**src/rtl/arb_pkg.sv**
```systemverilog
// Shared definitions for the 8-way round-robin arbiter.
//   ARB_N       number of requesters
//   ARB_IDX_W   width of a requester index
//   arb_state_t arbiter FSM states
package arb_pkg;

    localparam int ARB_N     = 8;
    localparam int ARB_IDX_W = 3;

    typedef enum logic {
        ARB_IDLE = 1'b0,
        ARB_BUSY = 1'b1
    } arb_state_t;

endpackage

```
**src/rtl/rr_pick8.sv**
```systemverilog
// Round-robin pick for 8 requesters (purely combinational).
// The search starts just past ptr and wraps 7 -> 0.
// Ports:
//   req  in  [7:0]  request vector
//   ptr  in  [2:0]  index served last (lowest priority this round)
//   any  out        at least one request is set
//   idx  out [2:0]  winning index; only meaningful when any=1
module rr_pick8
    import arb_pkg::*;
(
    input  logic [ARB_N-1:0]     req,
    input  logic [ARB_IDX_W-1:0] ptr,
    output logic                 any,
    output logic [ARB_IDX_W-1:0] idx
);

    logic [3:0]           w_shift;
    logic [2*ARB_N-1:0]   w_dbl;
    logic [ARB_N-1:0]     w_rot;
    logic [ARB_IDX_W-1:0] w_off;

    // Rotate right by ptr+1 so that bit 0 is the highest-priority requester.
    // Doubling the vector turns the rotate into a plain shift; a shift of
    // 8 (ptr=7) leaves the original order.
    assign w_shift = {1'b0, ptr} + 4'd1;
    assign w_dbl   = {req, req} >> w_shift;
    assign w_rot   = w_dbl[ARB_N-1:0];

    // Lowest set bit of the rotated vector.
    always_comb begin
        w_off = '0;
        for (int i = ARB_N - 1; i >= 0; i--) begin
            if (w_rot[i]) w_off = ARB_IDX_W'(i);
        end
    end

    assign any = |req;
    // Undo the rotation; 3-bit arithmetic gives the mod-8 wrap.
    assign idx = w_off + ptr + 3'd1;

endmodule

```
**src/rtl/arb8_rr.sv**
```systemverilog
// 8-requester round-robin arbiter in front of one valid/ready channel.
// A grant is held for a whole burst and released after the granted
// requester's last beat handshakes; one IDLE bubble separates bursts.
// Optional macro ARB_TIMEOUT_EN: release a stalled grant after TIMEOUT
// consecutive cycles with the granted valid low and raise sticky timeout_err.
// Ports:
//   clk, rst      clock, synchronous active-high reset
//   req_valid     per-requester valid
//   req_last      per-requester last-beat flag
//   req_data      flattened payloads, requester i at [i*WIDTH +: WIDTH]
//   req_ready     per-requester ready, at most one bit set
//   out_valid/out_last/out_data/out_ready  downstream channel
//   out_sel       current grant index (payload mux select), held in IDLE
//   grant         one-hot grant, 0 when idle
//   busy          high while a grant is held
//   timeout_err   (ARB_TIMEOUT_EN only) sticky stall-timeout flag
module arb8_rr
    import arb_pkg::*;
#(
    parameter int WIDTH   = 32,
    parameter int TIMEOUT = 16
) (
    input  logic                   clk,
    input  logic                   rst,
    input  logic [ARB_N-1:0]       req_valid,
    input  logic [ARB_N-1:0]       req_last,
    input  logic [ARB_N*WIDTH-1:0] req_data,
    output logic [ARB_N-1:0]       req_ready,
    output logic                   out_valid,
    output logic                   out_last,
    output logic [WIDTH-1:0]       out_data,
    input  logic                   out_ready,
    output logic [ARB_IDX_W-1:0]   out_sel,
    output logic [ARB_N-1:0]       grant,
`ifdef ARB_TIMEOUT_EN
    output logic                   busy,
    output logic                   timeout_err
`else
    output logic                   busy
`endif
);

    // Elaboration-time sanity check on the timeout length.
    if (TIMEOUT < 1) begin : g_bad_timeout
        $error("arb8_rr: TIMEOUT must be at least 1");
    end

    arb_state_t           r_state;
    logic [ARB_IDX_W-1:0] r_ptr;
    logic [ARB_IDX_W-1:0] r_sel;
    logic [ARB_N-1:0]     r_grant;

    logic                 w_any;
    logic [ARB_IDX_W-1:0] w_pick;
    logic                 w_end;

    rr_pick8 u_pick (
        .req (req_valid),
        .ptr (r_ptr),
        .any (w_any),
        .idx (w_pick)
    );

    assign busy    = (r_state == ARB_BUSY);
    assign out_sel = r_sel;
    assign grant   = r_grant;

    // Pass-through of the granted requester while BUSY.
    always_comb begin
        out_valid = busy & req_valid[r_sel];
        out_last  = busy & req_last[r_sel];
        out_data  = req_data[r_sel*WIDTH +: WIDTH];
        req_ready = '0;
        if (busy) req_ready[r_sel] = out_ready;
    end

    assign w_end = out_valid & out_ready & out_last;

`ifdef ARB_TIMEOUT_EN
    localparam int             CNT_W = $clog2(TIMEOUT + 1);
    localparam logic [CNT_W-1:0] TO_L = CNT_W'(TIMEOUT);
    logic [CNT_W-1:0] r_cnt;
    logic [CNT_W-1:0] w_cnt_inc;
    assign w_cnt_inc = r_cnt + 1'b1;
`endif

    always_ff @(posedge clk) begin
        if (rst) begin
            r_state <= ARB_IDLE;
            r_ptr   <= 3'd7;
            r_sel   <= '0;
            r_grant <= '0;
`ifdef ARB_TIMEOUT_EN
            r_cnt       <= '0;
            timeout_err <= 1'b0;
`endif
        end else begin
            case (r_state)
                ARB_IDLE: begin
                    if (w_any) begin
                        r_grant <= ARB_N'(1) << w_pick;
                        r_sel   <= w_pick;
                        r_state <= ARB_BUSY;
`ifdef ARB_TIMEOUT_EN
                        r_cnt   <= '0;
`endif
                    end
                end
                ARB_BUSY: begin
                    if (w_end) begin
                        // Served requester becomes lowest priority next round.
                        r_state <= ARB_IDLE;
                        r_ptr   <= r_sel;
                        r_grant <= '0;
                    end
`ifdef ARB_TIMEOUT_EN
                    else if (req_valid[r_sel]) begin
                        r_cnt <= '0;
                    end else if (w_cnt_inc == TO_L) begin
                        r_state     <= ARB_IDLE;
                        r_ptr       <= r_sel;
                        r_grant     <= '0;
                        r_cnt       <= '0;
                        timeout_err <= 1'b1;
                    end else begin
                        r_cnt <= w_cnt_inc;
                    end
`endif
                end
                default: r_state <= ARB_IDLE;
            endcase
        end
    end

endmodule
```
**config.mk**
```make
export PLATFORM = sky130hd
export DESIGN_NAME = arb8_rr
export DESIGN_NICKNAME = d
export VERILOG_FILES = /design/src/rtl/arb_pkg.sv /design/src/rtl/rr_pick8.sv /design/src/rtl/arb8_rr.sv
export SDC_FILE = /design/constraint.sdc
export NUM_CORES = 1
export LEC_CHECK = 0
export BUFFER_PORTS_ARGS = -buffer_cell sky130_fd_sc_hd__buf_2
export CAP_MARGIN = 0
export CORE_AREA = 5 5 124 126
export CTS_CLUSTER_DIAMETER = 80
export DETAILED_ROUTE_END_ITERATION = 8
export DIE_AREA = 0 0 129 131
export PLACE_DENSITY = 0.65
export SLEW_MARGIN = 15
export SYNTH_ARGS = -nofsm -noshare
export SYNTH_HDL_FRONTEND = slang
export SYNTH_SLANG_ARGS = --single-unit
```
**constraint.sdc**
```tcl
create_clock -name clk -period 4 [get_ports clk]
set_input_delay 0.4 -clock clk [delete_from_list [all_inputs] [get_ports clk]]
set_output_delay 0.4 -clock clk [all_outputs]
set_load 0.005 [all_outputs]
```
==> reports/qor.yml, run 1 <==
status: "complete, no violations"
fin_cells: 975
die_y_um: 131
rsz0062_at_grt: "no"
worstReg2RegStart: "r_ptr[1]$_SDFFE_PP1P_"
numCtsBuffers: 3
drt_first_pass_iters: 5
cts_tree: "built"
arrival_ns: 3.66
synth_cell_type_count: 56
synth.area.top_cells: "mux2i_1 (15%), mux2_2 (12%), dfxtp_1 (8.4%)"
synth_edf_count: 0
max_slew.worst_pin.slew_ns: 1.07
synth_nets: 777
core_area_um2: 14200
ioPinCount: 329
place_inst: 971
syn_avg_cell_area_um2: 7.18
critical_path.max_fanout: 9
via_count: 5197
final_hold_viol_count: 0
gr-total-overflow: 0
p_per_area_nw_per_um2: 202
dp_hpwl_um: 15700
fmax_mhz: 280
initial_utilization_pct: 25.3
finalSetupViolCount: 0
grt_pass1_vias: 4823
cap_violations: 0
clk_path_buf_depth: 2
antenna_found_initial: 11
p_leak_nw: 2.54
grtUsageTotal_pct: 20.0
vdd_drop_max_mv: 0.260
final_area_um2: 5410
synth_top_area_cell: "mux2i_1"
cts_setup_buffers: 0
drtIter0Drc: 217
nFillCells: 1545
synth_cells: 500
final_nets: 1069
rows: 44
ys_async_sr_fraction_pct: 0
ys.flop_type: "dfxtp_1"
post-route-period-util_pct: 89.4
cts.sinks: 15
postCtsHoldBufs: 0
setup.worst_path.start: "r_ptr[1]$_SDFFE_PP1P_"
startpoint_type: "flop"
critPathKind: "reg2reg"
die_area_um2: 16900
syn_area_um2: 3590
grt_pass1_wl_um: 26600
clk_root_buffer_cell: "clkbuf_16"
ant_nets: 0
vias_per_cell: 5.33
ctsResizeCount: 0
required_ns: 4.08
die_x_um: 129
power.total_mw: 1.09
tns_ns: 0
area_growth_pct: 50.7
skew_ns: 0.00171
drt-total-wl_um: 19200
drive_gt1_share_pct: 50.4
post-route-min-period_ns: 3.57
clk_pin_slew_worst_paths_ns: 0.05
gp_congestion: 0.908
endpoint_kind: "flop"
min-delay-start: "rst"
port_buffers: 328
placed_area_um2: 5330
drc_errors: 0
fin_util_pct: 38.1
post-synth-top-area-fraction_pct: 14.5
worstSkewPairLatency_ns: 0.25
finalMaxSlewViolations: 0
n_antenna_cell: 0
slew-limit-headroom_pct: 28.3
ys_warn_count: 0
wl_per_cell_um: 19.7
cts_max_level: 1
grt_max_degree: 51
synth-seq-cells: 15
min_path_type: "in2reg"
seq_area_frac_synth_pct: 8.37
synth_stat cells, drive strengths merged (4+ instances only):
cell type,instances
o211ai,4
nand3,6
clkbuf,31
a211oi,10
o21ai,29
a21oi,41
a31oi,8
a22oi,14
nor2,52
dfxtp,15
inv,13
nor3,12
a221oi,8
nor4,6
buf,22
a221o,10
mux2,37
nand2,43
o22ai,4
o221ai,19
mux2i,52
o2bb2ai,7
nor2b,10
a211o,5
routing by layer:
layer	part of all wire (%)	vias up	wire (um)	global-route usage (%)
li1	-	2514	-	-
met1	40	2395	7580	24.9
met2	48	235	9270	34.5
met3	10	33	2000	6.95
met4	0.98	20	188	2.22
met5	0.70	-	135	0
worst paths after layout:
check                                               end  slack [ns]  depth (start not counted)
worst max-delay path            out_sel[2]$_SDFFE_PP0P_        0.43                         12
worst min-delay path            out_sel[2]$_SDFFE_PP0P_        0.44                          2
worst max register to register  out_sel[2]$_SDFFE_PP0P_        0.43                         12
worst min register to register    grant[3]$_SDFFE_PP0P_        0.47                          1
cell usage in the layout, fill, tap and decap left out, types with 5 or more instances in the layout:
cell / count
nor2b_1: 10
mux2_2: 37
a221o_1: 10
a211o_1: 5
dfxtp_1: 12
mux2i_1: 52
buf_2: 328
buf_4: 12
nand2_1: 43
a221oi_1: 8
nor3_1: 8
nor2_1: 52
a211oi_1: 8
a31oi_1: 8
inv_1: 10
o2bb2ai_1: 7
o21ai_0: 19
a22oi_1: 14
nor4_1: 6
a21oi_1: 41
nand3_1: 6
o221ai_1: 19
o21ai_1: 10
report_power, final:
group	total, mW	switching [mW]	leakage [nW]	internal [mW]
clock network	0.198	0.0645	0.0409	0.134
registers	0.203	0.0440	0.124	0.159
logic	0.693	0.346	2.37	0.347
area by class of cell:
class,count,area [um^2],share of cell area (%)
multi-input combinational,419,3010,55.6
timing repair buffer,340,1730,32.0
sequential,15,312,5.76
clock buffer,3,75.1,1.39
tap,184,230,4.26
clock inverter,1,5.00,0.0925
inverter,13,48.8,0.902
worst max-delay path, stage by stage (launching register included):
cell and delay, ns:
dfxtp_1 0.48, inv_1 0.10, buf_4 0.18, a21o_1 0.15
mux4_2 0.49, o311a_1 0.35, o32ai_2 0.27, ha_1 0.20
fa_1 0.24, inv_1 0.09, a311o_1 0.35, nor3_4 0.39
a211oi_2 0.12
cells by family after synthesis:
kind of cell | after synthesis | share of synthesized area (%)
AO/OA/AOI/OAI | 179 | 35.6
AND/OR/NAND/NOR | 145 | 18.9
multiplexers | 92 | 28.0
buffers and inverters | 66 | 7.88
flip-flops | 15 | 8.37
adder cells (fa/ha/maj) | 3 | 1.22
state kept, by name, summed over array words and instances (netlist names):
signal	cells
busy	1
grant	8
out_sel	3
r_ptr	3
through the flow:
step / worst slack, ns / hold slack [ns]
CTS: 0.412 / 0.443
global placement: 0.367 / 0.447
floorplan: 0.638 / 0.456
global route: 0.206 / 0.464
detailed placement: 0.338 / 0.447
finish: 0.425 / 0.441
Note: power is estimated with default switching activity, not from simulation.
==> run 2: changes to the inputs <==
Settings changed: CTS_BUF_LIST set to sky130_fd_sc_hd__clkbuf_4 sky130_fd_sc_hd__clkbuf_8.
==> reports/qor.yml, run 2 (same netlist as run 1, synthesis figures left out) <==
drt-total-wl_um: 19100  # -0.26%
core_area_um2: 14200  # unchanged
setup.worst_path.start: "r_ptr[1]$_SDFFE_PP1P_"
grt_max_degree: 51  # unchanged
place_ws_ns: 0.338  # unchanged
slew-limit-headroom_pct: 28.3  # about the same
mostFrequentLayoutCell: "buf_2"
die_area_um2: 16900  # unchanged
via_count: 5209  # +0.23%
endpoint_kind: "flop"
critical_path.max_fanout: 9  # unchanged
postCtsHoldBufs: 0  # unchanged
arrival_ns: 3.75  # +0.09 ns
status: "complete, no violations"
final_area_um2: 5370  # -0.62%
drt_first_pass_iters: 5  # unchanged
setup.worst_path.end: "grant[2]$_SDFFE_PP0P_"
rsz0062_at_grt: "no"
antenna_found_initial: 11  # unchanged
worstReg2RegStart: "r_ptr[1]$_SDFFE_PP1P_"
initial_utilization_pct: 25.3  # unchanged
tns_ns: 0  # unchanged
drtIter0Drc: 233  # +7.4%
drc_errors: 0  # unchanged
port_buffers: 328  # unchanged
skew_ns: 0.00296  # +0.00125 ns
max_slew.worst_pin.slew_ns: 1.07  # +0.000367 ns
grt_pass1_vias: 4816  # -0.15%
ctsResizeCount: 0  # unchanged
min_path_type: "in2reg"
grtUsageTotal_pct: 19.9  # -0.10 points
largest_reg_flops: 8  # unchanged
drive_gt1_share_pct: 50.4  # unchanged
clk_pin_slew_worst_paths_ns: 0.06  # about the same
reg2reg_slack_ns: 0.44  # +0.02 ns
cts_tree: "built"
cts_setup_buffers: 0  # unchanged
startpoint_type: "flop"
setup_ws_ns: 0.443  # +0.0182 ns
ioPinCount: 329  # unchanged
cap_violations: 0  # unchanged
p_per_area_nw_per_um2: 190  # -6.2%
grt_pass1_wl_um: 26500  # -0.29%
area_growth_pct: 49.8
die_y_um: 131  # unchanged
wl_per_cell_um: 19.6  # -0.26%
layout_common_cells: "buf_2 (328), nor2_1 (52), mux2i_1 (52)"
finalMaxSlewViolations: 0  # unchanged
gr-total-overflow: 0  # unchanged
hold-worst-slack_ns: 0.445  # +0.00391 ns
cts_max_level: 1  # unchanged
finalSetupViolCount: 0  # unchanged
final_nets: 1069  # unchanged
n_antenna_cell: 0  # unchanged
p_leak_nw: 2.52  # -0.61%
dp_hpwl_um: 15700  # unchanged
required_ns: 4.19  # +0.11 ns
clk_root_buffer_cell: "clkbuf_8"
r2r_end: "grant[2]$_SDFFE_PP0P_"
vdd_drop_max_mv: 0.216  # -17%
worstSkewPairLatency_ns: 0.25  # about the same
numCtsBuffers: 3  # unchanged
post-route-min-period_ns: 3.56  # -0.0182 ns
gp_congestion: 0.908  # unchanged
reg2regPathDepth: 12  # unchanged
clk_path_buf_depth: 2  # unchanged
final_hold_viol_count: 0  # unchanged
placed_area_um2: 5330  # unchanged
fmax_mhz: 281  # +0.51%
cts.sinks: 15  # unchanged
die_x_um: 129  # unchanged
vias_per_cell: 5.34  # +0.23%
critPathKind: "reg2reg"
ant_nets: 0  # unchanged
post-route-period-util_pct: 88.9  # -0.46 points
rows: 44  # unchanged
[run 2: cell counts in the layout (fill, tap and decap cells not counted)]
Identical to the previous run, type by type.
[run 2: power by group]
part | total (mW) | switching (mW) | internal, mW | leakage, nW
Sequential | 0.203 | 0.0440 | 0.159 | 0.124
Combinational | 0.694 | 0.347 | 0.348 | 2.37
Clock | 0.123 | 0.0538 | 0.0689 | 0.0255
[run 2: worst max-delay path, cell delays in order (launching register included)]
cell     delay [ns]
dfxtp_1        0.47
inv_1          0.10
buf_4          0.18
a21o_1         0.15
mux4_2         0.49
o311a_1        0.36
o32ai_2        0.27
ha_1           0.20
fa_1           0.24
nor3_1         0.07
a311o_1        0.36
nor3_4         0.38
a32o_1         0.23
[run 2: routing by layer]
| layer | global-route usage [%] | vias to the layer above | routed length [um] |
|---|---|---|---|
| met5 | 0 | - | 120 |
| met4 | 1.85 | 20 | 169 |
| met3 | 6.95 | 30 | 1900 |
| met2 | 34.4 | 219 | 9260 |
| met1 | 24.8 | 2429 | 7670 |
| li1 | - | 2511 | - |
[run 2: how the worst min path moves through the flow]
stage | from | slack [ns] | endpoint | cells after the start
after floorplan | grant[4]$_SDFFE_PP0P_ | 0.46 | grant[4]$_SDFFE_PP0P_ | 1
after global placement | grant[4]$_SDFFE_PP0P_ | 0.45 | grant[4]$_SDFFE_PP0P_ | 1
after detailed placement | grant[5]$_SDFFE_PP0P_ | 0.45 | grant[5]$_SDFFE_PP0P_ | 1
after CTS | rst | 0.44 | out_sel[2]$_SDFFE_PP0P_ | 2
after global routing | rst | 0.46 | out_sel[2]$_SDFFE_PP0P_ | 2
final | rst | 0.45 | out_sel[2]$_SDFFE_PP0P_ | 2
[run 2: through the flow]
stage                     instances  utilization (%)  power [mW]
after floorplan                 500                -       0.586
after global placement          971             37.5       0.902
after detailed placement        971             37.5       0.904
after CTS                       975             37.8        1.03
after global routing            975             37.8        1.09
final                           975             37.8        1.02
[run 2: cell type report]
cell class / instances / area, um^2
Fill cell: 1548 / 8830
Multi-Input combinational cell: 419 / 3010
Timing Repair Buffer: 340 / 1730
Sequential cell: 15 / 312
Tap cell: 184 / 230
Inverter: 13 / 48.8
Clock buffer: 3 / 41.3
Clock inverter: 1 / 5.00
==> run 3: changes to the inputs <==
Settings changed: PLACE_DENSITY 0.65 to unset, PLACE_DENSITY_LB_ADDON set to 0.12.
==> reports/qor.yml, run 3 (same netlist as run 1, synthesis figures left out) <==
port_buffers: 328  # unchanged
cpPeakStageDelay_ns: 0.51  # +0.02 ns
largest_reg_flops: 8  # unchanged
status: "complete, no violations"
arrival_ns: 3.87  # +0.12 ns
layout_common_cells: "buf_2 (328), nor2_1 (52), mux2i_1 (52)"
gr-total-overflow: 0  # unchanged
cts_tree: "built"
drtIter0Drc: 245  # +5.2%
clk_root_buffer_cell: "clkbuf_8"
power_switching_uw: 445  # about the same
final_area_um2: 5380  # about the same
wl_per_cell_um: 20.3  # +3.7%
vdd_drop_max_mv: 0.114  # -47%
final_nets: 1069  # unchanged
grt_max_degree: 41  # -20%
post-route-min-period_ns: 3.69  # +0.135 ns
critPathMostFrequentCell: "a32o_1"
slew-limit-headroom_pct: 24.4  # -3.9 points
antenna_found_initial: 5  # -6
drive_gt1_share_pct: 50.4  # unchanged
critical_path.max_fanout: 18  # +9
slowest_stage: "mux4_2"
skew_ns: 0.00271  # -0.000249 ns
via_count: 5233  # +0.46%
finalSetupViolCount: 0  # unchanged
worstSkewPairLatency_ns: 0.24  # about the same
numCtsBuffers: 3  # unchanged
clk_pin_slew_worst_paths_ns: 0.06  # about the same
drt_first_pass_iters: 4  # -1
post-route-period-util_pct: 92.3  # +3.4 points
mostFrequentLayoutCell: "buf_2"
grt_pass1_vias: 4938  # +2.5%
cts_max_level: 1  # unchanged
rows: 44  # unchanged
dp_hpwl_um: 16200  # +3.2%
die_y_um: 131  # unchanged
placed_area_um2: 5330  # unchanged
fmax_mhz: 271  # -3.7%
drc_errors: 0  # unchanged
initial_utilization_pct: 25.3  # unchanged
drt-total-wl_um: 19800  # +3.7%
tns_ns: 0  # unchanged
p_per_area_nw_per_um2: 192  # +1.0%
min_path_type: "in2reg"
p_leak_nw: 2.52  # about the same
rsz0062_at_grt: "no"
max_slew.worst_pin.slew_ns: 1.13  # +0.0586 ns
cts.sinks: 15  # unchanged
p_sw_share_pct: 43.2  # -0.45 points
core_area_um2: 14200  # unchanged
endpoint_kind: "flop"
startpoint_type: "flop"
power_frac_comb_pct: 68.3  # +0.2 points
die_area_um2: 16900  # unchanged
clk_path_buf_depth: 2  # unchanged
cts_setup_buffers: 0  # unchanged
ctsResizeCount: 0  # unchanged
clock_power_share_pct: 12.2  # +0.2 points
n_antenna_cell: 0  # unchanged
required_ns: 4.18  # about the same
grtUsageTotal_pct: 20.9  # +1.0 points
ant_nets: 0  # unchanged
vias_per_cell: 5.37  # +0.46%
cp_cell_sequence: "buf_4, nor2_1, a32o_1, mux4_2, o311a_1, o32ai_2, ha_1, fa_1, inv_1, a311o_1, nor3_4, a32o_1"
p_int_uw: 586  # +1.9%
p_seq_share_pct: 19.6  # -0.3 points
ioPinCount: 329  # unchanged
finalMaxSlewViolations: 0  # unchanged
final_hold_viol_count: 0  # unchanged
die_x_um: 129  # unchanged
gp_congestion: 0.899  # -0.99%
nFillCells: 1562  # +0.90%
grt_pass1_wl_um: 28100  # +5.9%
cap_violations: 0  # unchanged
critPathKind: "reg2reg"
area_growth_pct: 49.8  # about the same
postCtsHoldBufs: 0  # unchanged
-- run 3: power groups by stage --
stage	Clock (mW)	Sequential (mW)	Combinational, mW
floorplan	0	0.168	0.419
global placement	0	0.206	0.710
detailed placement	0	0.206	0.710
CTS	0.129	0.203	0.713
global route	0.137	0.206	0.777
finish	0.125	0.202	0.703
-- run 3: final cells by class --
class | count | area, um^2 | area share, %
multi-input cells | 419 | 3010 | 55.9
flip-flops and latches | 15 | 312 | 5.79
clock buffers | 4 | 48.8 | 0.908
repair buffers | 340 | 1730 | 32.2
inverters | 13 | 48.8 | 0.908
well taps | 184 | 230 | 4.28
-- run 3: worst max-delay path: cells and delay by family (launching register included) --
| kind | cells | cell delay (ns) |
|---|---|---|
| AOI/OAI and AO/OA | 5 | 1.47 |
| muxes | 1 | 0.51 |
| and+or+nand+nor | 2 | 0.48 |
| adders and majority gates | 2 | 0.46 |
| DFF | 1 | 0.37 |
| buffers and inverters | 2 | 0.32 |
-- run 3: metrics by stage --
step           hold WS (ns)  instances  total power [mW]  worst slack, ns  util (%)
5_1_grt               0.470        975              1.12            0.126      37.9
6_report              0.463        975              1.03            0.308      37.9
3_3_place_gp          0.445        971             0.916            0.349      37.5
4_1_cts               0.456        975              1.05            0.308      37.9
3_5_place_dp          0.458        971             0.916            0.283      37.5
2_1_floorplan         0.456        500             0.586            0.638         -
-- run 3: worst paths after layout --
| check | start | end | slack (ns) | cells after the start |
|---|---|---|---|---|
| max | r_ptr[1]$_SDFFE_PP1P_ | grant[3]$_SDFFE_PP0P_ | 0.31 | 12 |
| min | rst | out_sel[2]$_SDFFE_PP0P_ | 0.46 | 2 |
| max reg2reg | r_ptr[1]$_SDFFE_PP1P_ | grant[3]$_SDFFE_PP0P_ | 0.31 | 12 |
| min reg2reg | grant[5]$_SDFFE_PP0P_ | grant[5]$_SDFFE_PP0P_ | 0.47 | 1 |
-- run 3: metal layers --
layer | wire length (um) | vias to the layer above | track usage [%]
met5 | 61 | - | 0
li1 | - | 2511 | -
met2 | 10300 | 209 | 37.4
met4 | 220 | 10 | 2.72
met3 | 1590 | 25 | 4.72
met1 | 7650 | 2478 | 26.4
